**config.mk**
```make
export PLATFORM = sky130hd
export DESIGN_NAME = qbus_slave
export DESIGN_NICKNAME = d
export VERILOG_FILES = /design/src/rtl/qbus_slave.sv
export SDC_FILE = /design/constraint.sdc
export NUM_CORES = 1
export LEC_CHECK = 0
export ABC_AREA = 1
export CAP_MARGIN = 30
export CORE_MARGIN = 1
export CORE_UTILIZATION = 56
export CTS_CLUSTER_DIAMETER = 100
export CTS_CLUSTER_SIZE = 30
export DETAILED_ROUTE_END_ITERATION = 7
export DONT_BUFFER_PORTS = 1
export GPL_ROUTABILITY_DRIVEN = 0
export PLACE_DENSITY = 0.74
export SKIP_CTS_REPAIR_TIMING = 1
export SYNTH_ARGS = -nofsm -noshare
export SYNTH_HDL_FRONTEND = slang
export SYNTH_SLANG_ARGS = --single-unit
```
**constraint.sdc**
```tcl
create_clock -name clk -period 1.2 [get_ports clk]
set_input_delay 0.18 -clock clk [delete_from_list [all_inputs] [get_ports clk]]
set_output_delay 0.18 -clock clk [all_outputs]
set_load 0.02 [all_outputs]
```
**src/rtl/qbus_slave.sv**
```systemverilog
// qbus_slave
//   Q-bus (MPI) target for the K1801VM2 CPU core. Watches SYNC/DIN/DOUT/WTBT
//   on the multiplexed AD bus and claims cycles whose address falls inside
//   the BASE/MASK window. It generates RPLY and turns each claimed cycle into
//   one request/acknowledge transaction on a simple internal memory port.
//
//   Build option: define QSLV_RMW_EN to support DATIO/DATIOB, where a read
//   and then a write happen under a single SYNC.
//
//   Ports
//     clk, rst_n        system clock, synchronous active-low reset
//     init              bus INIT, synchronised, same effect as reset
//     sync, din, dout   bus strobes
//     wtbt              address phase: write cycle; data phase: byte transfer
//     iako              interrupt acknowledge, never claimed
//     ad_in             AD bus as seen from the bus
//     ad_out, ad_oe     read data and its output enable (tristate built above)
//     rply              bus reply
//     mem_addr          latched word address (AD bits 15:1)
//     mem_be            byte enables, bit 0 = low byte
//     mem_wdata         write data
//     mem_rd, mem_wr    level requests, held until mem_ack
//     mem_rdata         read data, valid with mem_ack
//     mem_ack           single-cycle completion strobe
//
//   State      | meaning
//   -----------+---------------------------------------------------------
//   IDLE       | waiting for the rising edge of SYNC
//   ADDR       | address claimed, waiting for DIN or DOUT
//   RD_REQ     | mem_rd raised, waiting for mem_ack
//   RD_REPLY   | read data on AD, rply held until DIN drops
//   RMW_CHK    | read finished; decide between a write phase and end
//   WR_REQ     | mem_wr raised, waiting for mem_ack
//   WR_REPLY   | rply held until DOUT drops
//   WAIT_END   | cycle not ours or finished; wait for SYNC to drop

module qbus_slave #(
  parameter logic [15:0] BASE        = 16'o160000,
  parameter logic [15:0] MASK        = 16'o170000,
  parameter int          SYNC_STAGES = 2
) (
  input  logic        clk,
  input  logic        rst_n,
  input  logic        init,
  input  logic        sync,
  input  logic        din,
  input  logic        dout,
  input  logic        wtbt,
  input  logic        iako,
  input  logic [15:0] ad_in,
  output logic [15:0] ad_out,
  output logic        ad_oe,
  output logic        rply,
  output logic [14:0] mem_addr,
  output logic [1:0]  mem_be,
  output logic [15:0] mem_wdata,
  output logic        mem_rd,
  output logic        mem_wr,
  input  logic [15:0] mem_rdata,
  input  logic        mem_ack
);

  typedef enum logic [2:0] {
    S_IDLE     = 3'd0,
    S_ADDR     = 3'd1,
    S_RD_REQ   = 3'd2,
    S_RD_REPLY = 3'd3,
    S_RMW_CHK  = 3'd4,
    S_WR_REQ   = 3'd5,
    S_WR_REPLY = 3'd6,
    S_WAIT_END = 3'd7
  } state_t;

  // Synchroniser: bit order {init, iako, wtbt, dout, din, sync}
  logic [5:0]                   bus_raw;
  logic [SYNC_STAGES-1:0][5:0]  sync_pipe;
  logic                         sync_s, din_s, dout_s, wtbt_s, iako_s, init_s;
  logic                         sync_q;

  assign bus_raw = {init, iako, wtbt, dout, din, sync};
  assign {init_s, iako_s, wtbt_s, dout_s, din_s, sync_s} = sync_pipe[SYNC_STAGES-1];

  // sync_q is only cleared by rst_n so that INIT does not fake a SYNC edge
  // while the CPU still holds SYNC high.
  always_ff @(posedge clk) begin
    if (!rst_n) begin
      sync_pipe <= '0;
      sync_q    <= 1'b0;
    end else begin
      sync_pipe[0] <= bus_raw;
      for (int i = 1; i < SYNC_STAGES; i++) begin
        sync_pipe[i] <= sync_pipe[i-1];
      end
      sync_q <= sync_s;
    end
  end

  state_t      state, state_n;
  logic        a0, a0_n;
  logic        rd_done, rd_done_n;
  logic [15:0] ad_out_n;
  logic        ad_oe_n, rply_n;
  logic [14:0] mem_addr_n;
  logic [1:0]  mem_be_n;
  logic [15:0] mem_wdata_n;
  logic        mem_rd_n, mem_wr_n;
  logic        in_window;

  assign in_window = ((ad_in & MASK) == BASE);

  always_ff @(posedge clk) begin
    if (!rst_n || init_s) begin
      state     <= S_IDLE;
      a0        <= 1'b0;
      rd_done   <= 1'b0;
      ad_out    <= '0;
      ad_oe     <= 1'b0;
      rply      <= 1'b0;
      mem_addr  <= '0;
      mem_be    <= '0;
      mem_wdata <= '0;
      mem_rd    <= 1'b0;
      mem_wr    <= 1'b0;
    end else begin
      state     <= state_n;
      a0        <= a0_n;
      rd_done   <= rd_done_n;
      ad_out    <= ad_out_n;
      ad_oe     <= ad_oe_n;
      rply      <= rply_n;
      mem_addr  <= mem_addr_n;
      mem_be    <= mem_be_n;
      mem_wdata <= mem_wdata_n;
      mem_rd    <= mem_rd_n;
      mem_wr    <= mem_wr_n;
    end
  end

  always_comb begin
    state_n     = state;
    a0_n        = a0;
    rd_done_n   = rd_done;
    ad_out_n    = ad_out;
    ad_oe_n     = ad_oe;
    rply_n      = rply;
    mem_addr_n  = mem_addr;
    mem_be_n    = mem_be;
    mem_wdata_n = mem_wdata;
    mem_rd_n    = mem_rd;
    mem_wr_n    = mem_wr;

    unique case (state)
      S_IDLE: begin
        if (sync_s && !sync_q) begin
          if (iako_s || !in_window) begin
            state_n = S_WAIT_END;
          end else begin
            state_n    = S_ADDR;
            mem_addr_n = ad_in[15:1];
            a0_n       = ad_in[0];
            rd_done_n  = 1'b0;
          end
        end
      end

      S_ADDR: begin
        // rd_done keeps a DATIO cycle from performing a second read.
        if (din_s && !rd_done) begin
          state_n  = S_RD_REQ;
          mem_rd_n = 1'b1;
          mem_be_n = 2'b11;
        end else if (dout_s) begin
          state_n     = S_WR_REQ;
          mem_wr_n    = 1'b1;
          mem_wdata_n = ad_in;
          if (wtbt_s) begin
            mem_be_n = a0 ? 2'b10 : 2'b01;
          end else begin
            mem_be_n = 2'b11;
          end
        end
      end

      S_RD_REQ: begin
        // A strobe withdrawn before the ack would leave rply asserted with
        // neither DIN nor DOUT active, so the request is dropped instead.
        if (!din_s) begin
          state_n  = S_WAIT_END;
          mem_rd_n = 1'b0;
        end else if (mem_ack) begin
          state_n   = S_RD_REPLY;
          ad_out_n  = mem_rdata;
          ad_oe_n   = 1'b1;
          rply_n    = 1'b1;
          mem_rd_n  = 1'b0;
          rd_done_n = 1'b1;
        end
      end

      S_RD_REPLY: begin
        if (!din_s) begin
          state_n = S_RMW_CHK;
          rply_n  = 1'b0;
          ad_oe_n = 1'b0;
        end
      end

      S_RMW_CHK: begin
`ifdef QSLV_RMW_EN
        state_n = S_ADDR;
`else
        state_n = S_WAIT_END;
`endif
      end

      S_WR_REQ: begin
        if (!dout_s) begin
          state_n  = S_WAIT_END;
          mem_wr_n = 1'b0;
        end else if (mem_ack) begin
          state_n  = S_WR_REPLY;
          rply_n   = 1'b1;
          mem_wr_n = 1'b0;
        end
      end

      S_WR_REPLY: begin
        if (!dout_s) begin
          state_n = S_WAIT_END;
          rply_n  = 1'b0;
        end
      end

      S_WAIT_END: begin
        if (!sync_s) begin
          state_n = S_IDLE;
        end
      end

      default: begin
        state_n = S_IDLE;
      end
    endcase

    // SYNC falling ends the cycle from any state; a late mem_ack then finds
    // the FSM outside the request states and is ignored.
    if (state != S_IDLE && !sync_s) begin
      state_n  = S_IDLE;
      rply_n   = 1'b0;
      ad_oe_n  = 1'b0;
      mem_rd_n = 1'b0;
      mem_wr_n = 1'b0;
    end
  end

endmodule

```
# After elaboration in Yosys (flattened, before gate mapping)
# Index checks and enable logic that the tools add are counted.
# Widths: inputs -> output; s select.
[totals] ff_bits=71 latchBits=0 ramBits=0 rom_bits=0 out_inout_bits=53 wordCells=103 memories=0
[classes] n_addsub=0 multipliers=0 div=0 n_lt_le_gt_ge=0 n_eq_ne=22 shift=0 n_mux=36 bitwise=2 n_reduce_logical=29
[op_table] op="$mux 3" count=11
[op_table] op="$pmux 3 s8" count=1
[op_table] op="$ne 2x2->1 const B" count=11
[op_table] op="$mux 1" count=15
[op_table] op="$eq 3x3->1 const B" count=4
[op_table] op="$reduce_and 3->1" count=4
[op_table] op="$reduce_and 5->1" count=2
[op_table] op="$reduce_bool 2->1" count=5
[op_table] op="$ne 3x3->1 const B" count=3
[op_table] op="$mux 2" count=4
[op_table] op="$pmux 1 s2" count=4
[op_table] op="$reduce_and 4->1" count=2
[op_table] op="$reduce_and 7->1" count=1
[op_table] op="$eq 3x2->1 const B" count=2
[op_table] op="$logic_not 1->1" count=5
[op_table] op="$eq 4x4->1 const B" count=1
[op_table] op="$pmux 1 s4" count=1
[op_table] op="$reduce_bool 4->1" count=1
[op_table] op="$eq 3x1->1 const B" count=1
[op_table] op="$logic_and 1x1->1" count=3
[op_table] op="$logic_not 3->1" count=1
[op_table] op="$reduce_bool 3->1" count=1
[op_table] op="$logic_or 1x1->1" count=2
[op_table] op="$not 1->1" count=2
[op_table] op="other kinds (2)" count=2

# Depth between registers and ports, before layout
# Gate-level depths: netlist of run 1.
[logic_depth] word_depth=6 ltp_mapped=10 depth_no_buf=10

# Worst setup path after synthesis of run 1
# OpenSTA, ideal clock, no wires.
[synth_path] path_kind="flip-flop to flip-flop" startpoint="reg state[0]" endpoint="reg mem_wdata[10]" setup_ps=116 arrival_ps=1167 required_time_ps=1084 slack_ps=-83 path_stages_with_launch=11 path_cell_list="dfxtp_1 > buf_6 > inv_2 > nor2_4 > nand3_2 > nor2_2 > buf_6 > inv_4 > buf_6 > nor2_1 > nor2_1"
[synth_between] elab_chain_cells=2
[synth_lines] item="start, declared" line_no="98" source="state_t state, state_n;"
[synth_lines] item="start signal, assigned" line_no="125" source="state <= state_n;"
[synth_lines] item="$eq 3x1->1" line_no="152" source="unique case (state)"
[synth_lines] item="$reduce_and 3->1 (no source line)"
[synth_lines] item="end signal, assigned" line_no="133" source="mem_wdata <= mem_wdata_n;"
[synth_lines] item="end, declared" line_no="56" source="output logic [15:0] mem_wdata,"
# Every way passes these cells.
# A chain may end at the register's enable or synchronous reset.

# Worst setup path in the final report of run 1
[layout_path] startpoint="reg state[1]" endpoint="reg state[1]"
[layout_between] elab_chain_cells=3 elab_cells_between_ends=20
[layout_lines] item="$eq 3x1->1 (tied with other cells)" line_no="152"
[layout_lines] item="$ne 3x3->1 (no source line) (tied with other cells)"
[layout_lines] item="$reduce_and 7->1 (no source line) / $reduce_or 2->1 (equally long branches)"
# Several ways; a longest one is shown, not always the timed one.

==> metrics, run 1 <==
Req. time, crit path=1.48 ns; Gate Count Post-Synth=372; worst hold slack=-0.02442 ns; Slew Limit Fails=0; sequential share of the synthesized area=50.38%; worst path bufs/invs=1; Synth area leader=dfxtp_1; family with the most delay on the worst path=simple AND/OR/NAND/NOR gates; r2r endpoint=state[1]$_SDFFE_PP0P_; HP Class=in2reg; # port buffers=0; arrival time of the worst setup path=1.59 ns; initial drt markers=298; Vias/cell=5.434; setup_tns=-1.036 ns; Die Height=72.98 µm; fin cells=500; diodes inserted=0; Bufs on Longest Clock Path=2; DIE WIDTH=72.98 µm; Avg WL per Cell=15.80 µm; gr ovfl total=0; syn_area_per_cell=7.585 µm²; TritonCTS clock tree=yes; initial antenna violation count=0; vias in the first global route=2198; max_slew headroom=68.87%; ANT nets after route=0; CP cell instances=buf_6 > nand4_1 > nand2_2 > nor2_4 > nand3_4 > nand2_2 > nand2_1 > nor2_1; first-pass GRT wire length=10160 µm; Leak=0.001649 µW; Total GRT Usage=25.38%; H-Tree Depth=3; layout cell share with drive strength beyond 1=22.17%; root buf cell=clkbuf_8; Mapped Area=2821 µm²; Crit path largest cell delay=0.38 ns; die area=5326 µm²; Final nets=470; RSZ-0062 raised after global routing=true; status=finished, violations left; Tmin final=1.312 ns; Cells after DPL=451; I/O Pins=94; CP Capture Type=flop; violated checks=negative hold slack, negative setup slack; clock sinks=71; total power=7077 µW; Via Count=2717; R2R depth=8; Max Clock Skew=0.008094 ns; cts bufs inserted=9; Post-DP HPWL=4502 µm; clk slew on worst S/H paths=0.07 ns; CP Max Fanout=6; core area=4786 µm²; Critical-path top delay cell=dfxtp_4; FMAX=762.1 MHz; P per Cell Area=1880 nW/µm²; Layout Utilization=78.64%; routed wire length=7902 µm; reported max-cap violation count=0; worst hold stages=2; Site Rows=25; Critical R2R Launch=state[1]$_SDFFE_PP0P_; drt pass-1 iters=5; most frequent CP cell=nand2_2; post-synth top area share=50.38%; flops & latches, synth=71; Fillers=310; crit start category=flop; Final Hold Fails=6; Worst-Margin Slew=0.4655 ns; Initial Util=58.95%; DR DRC count=0; Worst Hold End=ad_out[8]$_SDFFE_PP0P_; setup violators final=31; CP startpoint=state[1]$_SDFFE_PP0P_; Synth cell types=25; Area Overhead vs Synth=33.39%; worst skew pair latency=0.35 ns; WS Path Type=reg2reg; Hold Startpoint=mem_rdata[8]; top post-synthesis cells by area=dfxtp_1 50%, nor2_1 12%, nand2_1 7.1%, o21ai_0 6.6%, inv_1 4.3%; Yosys warning total=0; Setup WS post-layout=-0.1121 ns; largest net degree at the start of global routing=25; r2r setup slk=-0.11 ns; Final Cycle Share=109.3%; peak supply drop=1.232 mV; syn nets=413
stage by stage:
| stage | setup WS (ns) | instance area [µm²] |
|---|---|---|
| after floorplan | -0.07136 | 2830 |
| after detailed placement | -0.2549 | 3055 |
| after CTS | -0.2767 | 3266 |
| final | -0.1121 | 3764 |
| after global placement | -0.2231 | 3055 |
| after global routing | -0.1847 | 3764 |
cells in the mapped netlist:
library cell  count
inv_2             7
inv_1            32
nand2_1          53
a31oi_1           2
or2_0             1
nand4_1          16
nor2_8            1
a21oi_4           1
nor2_4            2
buf_2             5
buf_6             3
inv_4             2
clkbuf_1          5
nand3_1          10
nand2_2           1
nand3_2           2
a21oi_1          23
dfxtp_1          71
nand3_4           1
nor3_1            1
nor2_1           87
o22ai_1           2
buf_4             4
nor2_2            3
o21ai_0          37
routing by layer:
layer  routed length [µm]  part of all wire (%)  vias up  global-route usage, %
met5                    0                     0        -                      0
met4                  144                   1.8        0                  11.55
met3                  619                   7.8       21                  8.425
met2                 3960                    50      139                  37.04
met1                 3177                    40     1247                  33.94
li1                     -                     -     1310                      -
worst reg2reg max path: stages, from the launching register on:
cell and delay (ns):
dfxtp_4 0.38, buf_6 0.14, nand4_1 0.12, nand2_2 0.10, nor2_4 0.18, nand3_4 0.12
nand2_2 0.08, nand2_1 0.04, nor2_1 0.09
how the worst max path moves through the flow:
stage / to / slack (ns) / cells past startpoint
floorplan: mem_wdata[10]$_SDFFE_PP0P_ / -0.07 / 10
global placement: state[2]$_SDFFE_PP0P_ / -0.22 / 7
detailed placement: state[0]$_SDFFE_PP0P_ / -0.25 / 8
CTS: state[0]$_SDFFE_PP0P_ / -0.28 / 9
global route: state[1]$_SDFFE_PP0P_ / -0.18 / 8
finish: state[1]$_SDFFE_PP0P_ / -0.11 / 8
power breakdown:
part	switching, µW	internal (µW)
Clock	892	1150
Sequential	176	2510
Combinational	1380	966
cells in the final DEF, fill, tap and decap left out, types with 3 or more instances in the layout:
cell,n
a21oi_1,17
a21oi_2,6
buf_12,3
buf_4,22
buf_6,5
clkbuf_8,9
dfxtp_1,67
dlygate4sd3_1,31
inv_1,31
inv_2,6
inv_4,4
nand2_1,48
nand2_2,5
nand3_1,8
nand3_4,5
nand4_1,16
nor2_1,77
nor2_2,9
nor2_4,6
o21ai_0,21
o21ai_1,15
cell type report:
class	instances	area, µm²	share of cell area (%)
sequential	71	1431	38.03
multi-input combinational	245	1282	34.08
timing repair buffer	61	591.8	15.72
inverter	41	163.9	4.355
clock buffer	9	123.9	3.291
clock inverter	6	86.33	2.294
tap	67	83.83	2.227
kinds of logic (layout without fill, tap and decap cells):
family                 Yosys count  after routing  share of synthesized area [%]
AOI/OAI and AO/OA               65             65                          12.11
buffers and inverters           58            117                          9.446
DFF                             71             71                          50.38
and+or+nand+nor                178            180                          28.07
state kept, by name, indices dropped and copies added, names as in the netlist:
register and cells:
a0 1, ad_oe 1, ad_out 16, din_s 1
dout_s 1, iako_s 1, init_s 1, mem_addr 15
mem_be 2, mem_rd 1, mem_wdata 16, mem_wr 1
rd_done 1, rply 1, state 3, sync_pipe 8
sync_q 1
Power figures use the tool's default switching activity.
==> run 2, diff against run 1 <==
- ABC_AREA: 1 -> 0
- CORE_UTILIZATION: 56 -> 55
- PLACE_DENSITY: 0.74 -> 0.73
==> run 2 against run 1 <==
Effect of this change: global-route usage shrank 0.86 points; critical endpoint is now mem_addr[2]$_SDFFE_PP0P_; largest cell class unchanged; sequential power shrank 4%; critical path depth shrank 3; non-clock buffer count grew 22; via count shrank 4.5%; wire length grew 0.81%; cell count shrank 6.4%; the flow still finishes with violations (negative hold slack, negative setup slack); first-iteration DRC count shrank 55%.
==> metrics, run 2 <==
Synth area leader=dfxtp_1; crit start category=flop; routed wire length=7966 µm; Setup WS post-layout=-0.4666 ns; status=finished, violations left; R2R depth=5; peak supply drop=1.560 mV; worst path bufs/invs=1; Worst Hold End=mem_addr[6]$_SDFFE_PP0P_; fin cells=468; Largest regs=ad_out x16, mem_wdata x16, mem_addr x15; Critical-path top delay cell=or4_4; violated checks=negative hold slack, negative setup slack; clock power share=33.0%; cts bufs inserted=9; Slew Limit Fails=0; flops & latches, synth=71; Synth cell types=46; CP Capture Type=flop; worst skew pair latency=0.34 ns; Leak=0.001395 µW; Bufs on Longest Clock Path=2; Post-DP HPWL=4373 µm; Max Clock Skew=0.01326 ns; synth cell count leaders=90 x nand2_1, 71 x dfxtp_1, 52 x a21oi_1; Post-synth EDFFs=0; drt pass-1 iters=4; Gate Count Post-Synth=322; switching power=2117 µW; Worst-Margin Slew=0.3540 ns; Vias/cell=5.547; initial antenna violation count=0; vias in the first global route=2134; H-Tree Depth=3; family with the most delay on the worst path=simple AND/OR/NAND/NOR gates; FMAX=600.0 MHz; DR DRC count=0; Fillers=264; post-synth top area share=52.76%; Int Pwr=5033 µW; CP Max Fanout=4; top post-synthesis cells by area=dfxtp_1 53%, nand2_1 13%, a21oi_1 9.7%, and2_1 3.0%, clkbuf_1 1.7%; Hold Startpoint=ad_in[7]; diodes inserted=0; Sequential Power Share=36.1%; reported max-cap violation count=0; Crit path largest cell delay=0.53 ns; Tmin final=1.667 ns; most common cell in the netlist=nand2_1; Critical R2R Launch=state[0]$_SDFFE_PP0P_; commonest cells after routing, fill and taps aside=72 x nand2_1, 66 x dfxtp_1, 41 x a21oi_1, 37 x dlygate4sd3_1, 31 x buf_4; most common cell after layout, fill and taps aside=nand2_1; Total GRT Usage=24.52%; DIE WIDTH=71.99 µm; Final nets=437; Sw Share=29.61%; Final Cycle Share=138.9%; layout cell share with drive strength beyond 1=30.67%; Finished Cell Area=3974 µm²; gr ovfl total=0; Req. time, crit path=1.42 ns; Final Hold Fails=3; ANT nets after route=0; worst hold slack=-0.007485 ns; Initial Util=57.03%; CP cell instances=or3_4 > or4_4 > buf_2 > nand2_1 > a21oi_1; RSZ-0062 raised after global routing=true; Post-Place Setup Slack=-0.4728 ns; clk slew on worst S/H paths=0.08 ns; Mapped Area=2694 µm²; Via Count=2596; worst hold stages=2; first-pass GRT wire length=9798 µm; r2r endpoint=mem_addr[2]$_SDFFE_PP0P_; root buf cell=clkbuf_8; Yosys warning total=0; syn_area_per_cell=8.366 µm²; Site Rows=25; ys async rst share=0%; most common flop cell mapped by yosys=dfxtp_1; clock sinks=71; Placed Area=3047 µm²; die area=5182 µm²; arrival time of the worst setup path=1.89 ns; Die Height=71.99 µm; P per Cell Area=1799 nW/µm²; HP Class=in2reg; max_slew headroom=76.33%; sequential share of the synthesized area=52.76%; TritonCTS clock tree=yes; # port buffers=0; initial drt markers=135; largest net degree at the start of global routing=49; WS Path Type=reg2reg; I/O Pins=94; Logic pwr share=30.8%; Avg WL per Cell=17.02 µm; Stages on worst setup path=5; r2r setup slk=-0.47 ns; setup_tns=-17.05 ns; Area Overhead vs Synth=47.52%; syn nets=363; setup violators final=57; core area=4723 µm²; Cells after DPL=407
-- run 2: cells by family (layout without fill, tap and decap cells) --
logic type	count (synthesis)	count (layout)	synth area share, %
xor gates and xnor gates	2	2	0.6504
DFF	71	71	52.76
buffers and inverters	27	105	4.598
AOI/OAI and AO/OA	75	75	15.75
muxes	1	1	0.3716
and+or+nand+nor	146	147	25.87
-- run 2: power by group through the flow --
stage | sequential, µW | combinational, µW | clock [µW]
6_report | 2580 | 2210 | 2360
5_1_grt | 2590 | 2330 | 2480
4_1_cts | 2550 | 1550 | 2360
3_5_place_dp | 2610 | 1540 | 0
3_3_place_gp | 2610 | 1480 | 0
2_1_floorplan | 2610 | 1080 | 0
-- run 2: metal layers --
| metal | vias up | GRT usage [%] | wire length (µm) |
|---|---|---|---|
| met5 | - | 0 | 0 |
| met4 | 0 | 10.68 | 176 |
| met3 | 20 | 8.056 | 627 |
| met2 | 128 | 40.88 | 4051 |
| met1 | 1215 | 28.94 | 3112 |
| li1 | 1233 | - | - |
-- run 2: worst max path at each step --
stage	startpoint	endpoint	slack, ns
5_1_grt	state[0]$_SDFFE_PP0P_	mem_addr[2]$_SDFFE_PP0P_	-0.50
2_1_floorplan	state[0]$_SDFFE_PP0P_	mem_addr[10]$_SDFFE_PP0P_	-0.58
4_1_cts	state[0]$_SDFFE_PP0P_	state[2]$_SDFFE_PP0P_	-0.51
3_5_place_dp	state[0]$_SDFFE_PP0P_	mem_addr[9]$_SDFFE_PP0P_	-0.47
6_report	state[0]$_SDFFE_PP0P_	mem_addr[2]$_SDFFE_PP0P_	-0.47
3_3_place_gp	state[0]$_SDFFE_PP0P_	mem_addr[0]$_SDFFE_PP0P_	-0.43
-- run 2: layout make-up --
class	instances	area, µm²	area share [%]
Multi-Input combinational cell	225	1399	35.20
Sequential cell	71	1428	35.93
Timing Repair Buffer	83	795.8	20.03
Tap cell	67	83.83	2.110
Clock inverter	5	103.9	2.613
Inverter	6	22.52	0.5668
Clock buffer	11	141.4	3.558
-- run 2: worst register-to-register path: stages, from the launching register on --
cell and delay [ns]:
dfxtp_2 0.33, or3_4 0.38, or4_4 0.53, buf_2 0.18, nand2_1 0.07, a21oi_1 0.06
-- run 2: per-stage QoR --
step	power, µW	utilization (%)
2_1_floorplan	3695	-
3_3_place_gp	4092	64.50
3_5_place_dp	4153	64.50
4_1_cts	6466	69.70
5_1_grt	7402	84.13
6_report	7150	84.13
